[config.mk]
export PLATFORM = sky130hd
export DESIGN_NAME = dircc_fanout_sender_flat
export DESIGN_NICKNAME = d
export VERILOG_FILES = /design/src/rtl/dircc_fanout_sender_if.sv /design/src/rtl/dircc_fanout_sender.sv /design/src/flat_wrapper.sv
export SDC_FILE = /design/constraint.sdc
export NUM_CORES = 1
export LEC_CHECK = 0
export BUFFER_PORTS_ARGS = -buffer_cell sky130_fd_sc_hd__buf_4
export CAP_MARGIN = 20
export CORE_MARGIN = 3
export CORE_UTILIZATION = 38
export CTS_BUF_LIST = sky130_fd_sc_hd__clkbuf_4 sky130_fd_sc_hd__clkbuf_8 sky130_fd_sc_hd__clkbuf_16
export CTS_CLUSTER_SIZE = 8
export DETAILED_ROUTE_END_ITERATION = 8
export PLACE_DENSITY_LB_ADDON = 0.05
export SYNTH_ARGS = -nofsm -noshare
export SYNTH_HDL_FRONTEND = slang
export SYNTH_SLANG_ARGS = --single-unit
export TNS_END_PERCENT = 1
[constraint.sdc]
create_clock -name clk -period 4.5 [get_ports clk]
set_input_delay 0.9 -clock clk [delete_from_list [all_inputs] [get_ports clk]]
set_output_delay 0.9 -clock clk [all_outputs]
set_load 0.05 [all_outputs]
[src/rtl/dircc_fanout_sender_if.sv]
// dircc_fanout_sender_if: config, request and per-target beat signals of the fanout sender.
interface dircc_fanout_sender_if #(
  parameter int TABLE_DEPTH = 16,
  parameter int PAYLOAD_W = 32
);
  localparam int IDX_W = $clog2(TABLE_DEPTH);
  localparam int CNT_W = $clog2(TABLE_DEPTH + 1);
  logic cfg_write;
  logic [IDX_W-1:0] cfg_address;
  logic [47:0] cfg_writedata;
  logic req_valid;
  logic req_ready;
  logic [IDX_W-1:0] req_base;
  logic [CNT_W-1:0] req_count;
  logic [PAYLOAD_W-1:0] req_payload;
  logic out_valid;
  logic out_ready;
  logic [15:0] out_hw_addr;
  logic [15:0] out_sw_addr;
  logic [7:0] out_port;
  logic [7:0] out_flag;
  logic [PAYLOAD_W-1:0] out_payload;
  logic out_last;
  logic busy;
  modport master (
    output cfg_write, cfg_address, cfg_writedata, req_valid, req_base, req_count, req_payload, out_ready,
    input req_ready, out_valid, out_hw_addr, out_sw_addr, out_port, out_flag, out_payload, out_last, busy
  );
  modport slave (
    input cfg_write, cfg_address, cfg_writedata, req_valid, req_base, req_count, req_payload, out_ready,
    output req_ready, out_valid, out_hw_addr, out_sw_addr, out_port, out_flag, out_payload, out_last, busy
  );
endinterface

[src/rtl/dircc_fanout_sender.sv]
// dircc_fanout_sender: sends one payload to a run of table targets, one beat per cycle.
// Defining DIRCC_FANOUT_STATS_EN adds stat_msgs/stat_beats counters.
module dircc_fanout_sender #(
  parameter int TABLE_DEPTH = 16,
  parameter int PAYLOAD_W = 32
) (
  input logic clk,
  input logic reset_n,
  dircc_fanout_sender_if.slave bus
`ifdef DIRCC_FANOUT_STATS_EN
  ,
  output logic [31:0] stat_msgs,
  output logic [31:0] stat_beats
`endif
);
  localparam int IDX_W = $clog2(TABLE_DEPTH);
  localparam int CNT_W = $clog2(TABLE_DEPTH + 1);
  localparam logic [CNT_W-1:0] DEPTH_C = CNT_W'(TABLE_DEPTH);
  typedef enum logic {IDLE, EMIT} state_t;
  state_t state_q;
  logic [47:0] tbl_q [TABLE_DEPTH];
  logic [47:0] entry_q;
  logic [PAYLOAD_W-1:0] payload_q;
  logic [IDX_W-1:0] idx_q;
  logic [CNT_W-1:0] rem_q;
  logic [CNT_W-1:0] req_cnt;
  logic ready_q, valid_q, last_q, busy_q;
  logic accept, fire;
  logic [47:0] rd_entry;
  assign req_cnt = bus.req_count > DEPTH_C ? DEPTH_C : bus.req_count;
  assign accept = state_q == IDLE && ready_q && bus.req_valid;
  assign fire = valid_q && bus.out_ready;
  assign rd_entry = tbl_q[state_q == IDLE ? bus.req_base : idx_q];
  always_ff @(posedge clk or negedge reset_n)
    if (!reset_n)
      for (int i = 0; i < TABLE_DEPTH; i++) tbl_q[i] <= '0;
    else if (bus.cfg_write)
      tbl_q[bus.cfg_address] <= bus.cfg_writedata;
  // Beat fields are snapshotted into entry_q so later table writes never disturb a presented beat
  always_ff @(posedge clk or negedge reset_n)
    if (!reset_n) begin
      state_q <= IDLE;
      ready_q <= 1'b0;
      valid_q <= 1'b0;
      last_q <= 1'b0;
      busy_q <= 1'b0;
      entry_q <= '0;
      payload_q <= '0;
      idx_q <= '0;
      rem_q <= '0;
    end else if (state_q == IDLE) begin
      ready_q <= 1'b1;
      if (accept && req_cnt != '0) begin
        state_q <= EMIT;
        ready_q <= 1'b0;
        valid_q <= 1'b1;
        busy_q <= 1'b1;
        entry_q <= rd_entry;
        payload_q <= bus.req_payload;
        last_q <= req_cnt == CNT_W'(1);
        idx_q <= bus.req_base + 1'b1;
        rem_q <= req_cnt - 1'b1;
      end
    end else if (fire) begin
      if (last_q) begin
        state_q <= IDLE;
        ready_q <= 1'b1;
        valid_q <= 1'b0;
        busy_q <= 1'b0;
        last_q <= 1'b0;
      end else begin
        entry_q <= rd_entry;
        last_q <= rem_q == CNT_W'(1);
        idx_q <= idx_q + 1'b1;
        rem_q <= rem_q - 1'b1;
      end
    end
  assign bus.req_ready = ready_q;
  assign bus.out_valid = valid_q;
  assign bus.out_hw_addr = entry_q[47:32];
  assign bus.out_sw_addr = entry_q[31:16];
  assign bus.out_port = entry_q[15:8];
  assign bus.out_flag = entry_q[7:0];
  assign bus.out_payload = payload_q;
  assign bus.out_last = last_q;
  assign bus.busy = busy_q;
`ifdef DIRCC_FANOUT_STATS_EN
  always_ff @(posedge clk or negedge reset_n)
    if (!reset_n) begin
      stat_msgs <= '0;
      stat_beats <= '0;
    end else begin
      if (accept) stat_msgs <= stat_msgs + 1'b1;
      if (fire) stat_beats <= stat_beats + 1'b1;
    end
`endif
endmodule

[src/flat_wrapper.sv]
// flat-port wrapper written by rule: the top's interface ports become plain ports
module dircc_fanout_sender_flat 
#(
  parameter int TABLE_DEPTH = 16,
  parameter int PAYLOAD_W = 32
)
  (clk, reset_n, bus_cfg_write, bus_cfg_address, bus_cfg_writedata, bus_req_valid, bus_req_base, bus_req_count, bus_req_payload, bus_out_ready, bus_req_ready, bus_out_valid, bus_out_hw_addr, bus_out_sw_addr, bus_out_port, bus_out_flag, bus_out_payload, bus_out_last, bus_busy);
  dircc_fanout_sender_if #(.TABLE_DEPTH(TABLE_DEPTH), .PAYLOAD_W(PAYLOAD_W)) bus_i ();
  input logic clk;
  input logic reset_n;
  input wire logic [$bits(bus_i.cfg_write)-1:0] bus_cfg_write;
  input wire logic [$bits(bus_i.cfg_address)-1:0] bus_cfg_address;
  input wire logic [$bits(bus_i.cfg_writedata)-1:0] bus_cfg_writedata;
  input wire logic [$bits(bus_i.req_valid)-1:0] bus_req_valid;
  input wire logic [$bits(bus_i.req_base)-1:0] bus_req_base;
  input wire logic [$bits(bus_i.req_count)-1:0] bus_req_count;
  input wire logic [$bits(bus_i.req_payload)-1:0] bus_req_payload;
  input wire logic [$bits(bus_i.out_ready)-1:0] bus_out_ready;
  output wire logic [$bits(bus_i.req_ready)-1:0] bus_req_ready;
  output wire logic [$bits(bus_i.out_valid)-1:0] bus_out_valid;
  output wire logic [$bits(bus_i.out_hw_addr)-1:0] bus_out_hw_addr;
  output wire logic [$bits(bus_i.out_sw_addr)-1:0] bus_out_sw_addr;
  output wire logic [$bits(bus_i.out_port)-1:0] bus_out_port;
  output wire logic [$bits(bus_i.out_flag)-1:0] bus_out_flag;
  output wire logic [$bits(bus_i.out_payload)-1:0] bus_out_payload;
  output wire logic [$bits(bus_i.out_last)-1:0] bus_out_last;
  output wire logic [$bits(bus_i.busy)-1:0] bus_busy;
  assign bus_i.cfg_write = bus_cfg_write;
  assign bus_i.cfg_address = bus_cfg_address;
  assign bus_i.cfg_writedata = bus_cfg_writedata;
  assign bus_i.req_valid = bus_req_valid;
  assign bus_i.req_base = bus_req_base;
  assign bus_i.req_count = bus_req_count;
  assign bus_i.req_payload = bus_req_payload;
  assign bus_i.out_ready = bus_out_ready;
  assign bus_req_ready = bus_i.req_ready;
  assign bus_out_valid = bus_i.out_valid;
  assign bus_out_hw_addr = bus_i.out_hw_addr;
  assign bus_out_sw_addr = bus_i.out_sw_addr;
  assign bus_out_port = bus_i.out_port;
  assign bus_out_flag = bus_i.out_flag;
  assign bus_out_payload = bus_i.out_payload;
  assign bus_out_last = bus_i.out_last;
  assign bus_busy = bus_i.busy;
  dircc_fanout_sender #(.TABLE_DEPTH(TABLE_DEPTH), .PAYLOAD_W(PAYLOAD_W)) u_core (.clk(clk), .reset_n(reset_n), .bus(bus_i));
endmodule
==> results.txt <==
Logic pwr share: 40.6%
Tightest Hold Check Type: input pin to asynchronous set/reset pin
Buffers on Ports: 181
final-report setup violation count: 0
CTS tree: yes
first-pass GRT wire length: 200 mm
synthesized area per cell: 10.6 µm²
Layout Skew: 0.0261 ns
crit path buf inv count: 1
RSZ-0062 raised after global routing: no
Die ar.: 0.112 mm²
ratio of cells with drive above 1 in the final layout: 26.9%
Syn Std Cell Area: 0.0411 mm²
Initial Utilization: 38.4%
Slowest-stage cell, CP: dfrtp_4
DRC: 0
post-place setup slack: 0.819 ns
CTS Buf Count: 118
status: complete, no violations
peak supply drop: 0.623 mV
CTS H-tree lvls: 3
DRT iter0 DRCs: 2020
crit-path max FO: 44
total negative slack: 0 ns
Top Family by Delay on Critical Path: simple AND/OR/NAND/NOR gates
fin crit period: 3.10 ns
largest net degree at the start of global routing: 171
drt total wl: 131 mm
crit start category: flip-flop
Peak Freq: 323 MHz
critical path's largest stage delay: 0.81 ns
clk root buf: clkbuf_16
Longest Clk Path Bufs: 3
GRT Total Usage: 23.2%
multi-input logic area: 0.0175 mm²
Synth Instances: 3896
P_int: 19300 µW
P_leak: 0.0203 µW
# IOs: 182
DIE HEIGHT: 335 µm
filler instances: 10318
Detailed Place HPWL: 74.0 mm
Flop pwr share: 34.4%
Setup WS post-layout: 1.40 ns
Net Sw Power: 12800 µW
register area: 0.0216 mm²
clock slew at the register clock pins of the worst setup and hold paths: 0.05 ns
pwr dens: 679 mW/mm²
CP Class: flip-flop to flip-flop
clock sink count: 861
CP cell instances: nand2_1, o21ai_1, nand3_4, buf_4, o22a_1, nand3_1
Max-Cap Viols: 0
Layout area overhead: 14.8%
Req. time, crit path: 5.11 ns
Final Instance Area: 0.0472 mm²
hold buffers post-CTS: 0
Cell Rows: 120
Final Max Slew Viols: 0
initial antenna violation count: 5
Worst-Skew Late Latency: 0.69 ns
post-route ant nets: 0
syn nets: 3999
Async SR Flop Fraction: 100%
Synthesis Warnings: 0
Die Wd: 335 µm
# resized after CTS: 0
Critical Path End Type: flip-flop
DP Area: 0.0441 mm²
gr ovfl total: 0
register area share after synthesis: 52.4%
Most used DFF post-synth: dfrtp_1
Final nets: 4041
Clock power frac: 25.0%
Final Hold Viols: 0
Routability Congestion: 0.739
total number of vias: 30485
Least-Margin Pin Slew: 1.04 ns
Switching Fraction: 40.0%
final critical-path share of the clock period: 68.8%
vias in the first global route: 30414
unique cell type count in the Yosys netlist: 54
average wire per standard cell: 24.4 µm
slew margin rel.: 30.8%
DR pass1 iterations: 5
Setup Buffers After CTS: 0
CORE AREA: 0.107 mm²
vias per cell: 5.69
Crit path arrival time: 3.71 ns
EDFF count, synth: 0
Synth Register Bits: 861
metal layers:
layer | GRT usage, % | vias to the layer above | routed length, µm
li1 | - | 14004 | -
met1 | 32.5 | 15661 | 61200
met2 | 37.8 | 648 | 61000
met3 | 3.30 | 170 | 5620
met4 | 6.32 | 2 | 2910
met5 | 0 | - | 13
cell type report:
type / instances / area share (%)
inverter: 196 / 1.58
timing repair buffer: 276 / 5.25
sequential: 861 / 45.6
clock buffer: 128 / 6.57
clock inverter: 4 / 0.0901
antenna: 2 / 0.0106
tap: 1403 / 3.72
multi-input combinational: 2485 / 37.1
cell usage in the layout (no fill, tap or decap), types with 93 or more instances in the layout:
master / count
dfrtp_1: 858
mux2_2: 620
o21ai_0: 410
nor2_1: 340
buf_4: 243
nand2_1: 205
a21oi_1: 194
inv_1: 192
clkbuf_16: 122
nand3_1: 98
a211oi_1: 94
o31ai_1: 93
stage by stage:
stage                     power (µW)  util (%)  cells  hold WS [ns]
after floorplan                19900         -   3896         0.466
after global placement         24200      41.1   5221         0.481
after detailed placement       24200      41.1   5221         0.487
after CTS                      32400      44.1   5353         0.287
after global routing           34200      44.1   5354         0.335
final                          32100      44.1   5355         0.306
power by group through the flow:
| stage | clock [µW] | combinational, µW | sequential [µW] |
|---|---|---|---|
| 3_3_place_gp | 0 | 13100 | 11100 |
| 2_1_floorplan | 0 | 8140 | 11800 |
| 4_1_cts | 8270 | 13100 | 11000 |
| 6_report | 8020 | 13000 | 11000 |
| 5_1_grt | 8590 | 14300 | 11300 |
| 3_5_place_dp | 0 | 13100 | 11200 |
cells by family (layout without fill, tap and decap cells):
kind of cell / after synthesis / after routing / synth area share, %
muxes: 625 / 625 / 17.1
xor gates and xnor gates: 3 / 3 / 0.0639
other: 0 / 2 / 0
adders and majority gates: 5 / 5 / 0.152
AOI/OAI and AO/OA: 1155 / 1155 / 17.9
DFF: 861 / 861 / 52.4
buffers and inverters: 550 / 604 / 5.41
and+or+nand+nor: 697 / 697 / 6.94
sequential cells by signal (all words and copies together), names as in the netlist:
register and flops:
u_core.bus.out_valid 1, u_core.rem_q 5, u_core.tbl_q 768, u_core.bus.req_ready 1, u_core.entry_q 48, u_core.idx_q 4, u_core.state_q 1, u_core.bus.out_last 1
u_core.bus.out_payload 32
final timing paths:
check | startpoint | endpoint | slack [ns] | cells after the start
hold reg to reg | u_core.tbl_q[347] | u_core.tbl_q[347] | 0.50 | 1
min in group clk | bus_req_payload[21] | u_core.bus.out_payload[21] | 0.45 | 2
setup reg to reg | u_core.state_q | u_core.entry_q[10] | 1.40 | 6
setup / recovery | u_core.state_q | u_core.entry_q[10] | 1.40 | 6
hold / removal | reset_n | u_core.tbl_q[202] | 0.31 | 1
max in group asynchronous | reset_n | u_core.tbl_q[179] | 3.07 | 2
synthesized netlist by cell type, types with 4 or more instances:
| library cell | instances | area share, % |
|---|---|---|
| dfrtp_1 | 861 | 52 |
| mux2_2 | 620 | 17 |
| o21ai_0 | 410 | 5.0 |
| nor2_1 | 349 | 3.2 |
| clkbuf_1 | 230 | 2.1 |
| nand2_1 | 206 | 1.9 |
| a21oi_1 | 194 | 2.4 |
| inv_1 | 194 | 1.8 |
| nand3_1 | 100 | 1.2 |
| a211oi_1 | 94 | 1.7 |
| o31ai_1 | 93 | 1.7 |
| o221ai_1 | 91 | 1.9 |
| buf_2 | 70 | 0.85 |
| a22oi_1 | 53 | 0.97 |
| a21o_1 | 49 | 0.89 |
| o211ai_1 | 47 | 0.86 |
| a32oi_1 | 46 | 0.98 |
| o22a_1 | 43 | 0.92 |
| buf_1 | 42 | 0.38 |
| o21ai_1 | 16 | 0.19 |
| nor3_1 | 11 | 0.13 |
| nand2b_1 | 10 | 0.15 |
| buf_6 | 7 | 0.19 |
| buf_4 | 5 | 0.091 |
| ha_1 | 5 | 0.15 |
| o221a_1 | 5 | 0.14 |
| nand3b_1 | 4 | 0.073 |
No activity file was read; power rests on OpenSTA's default activity.
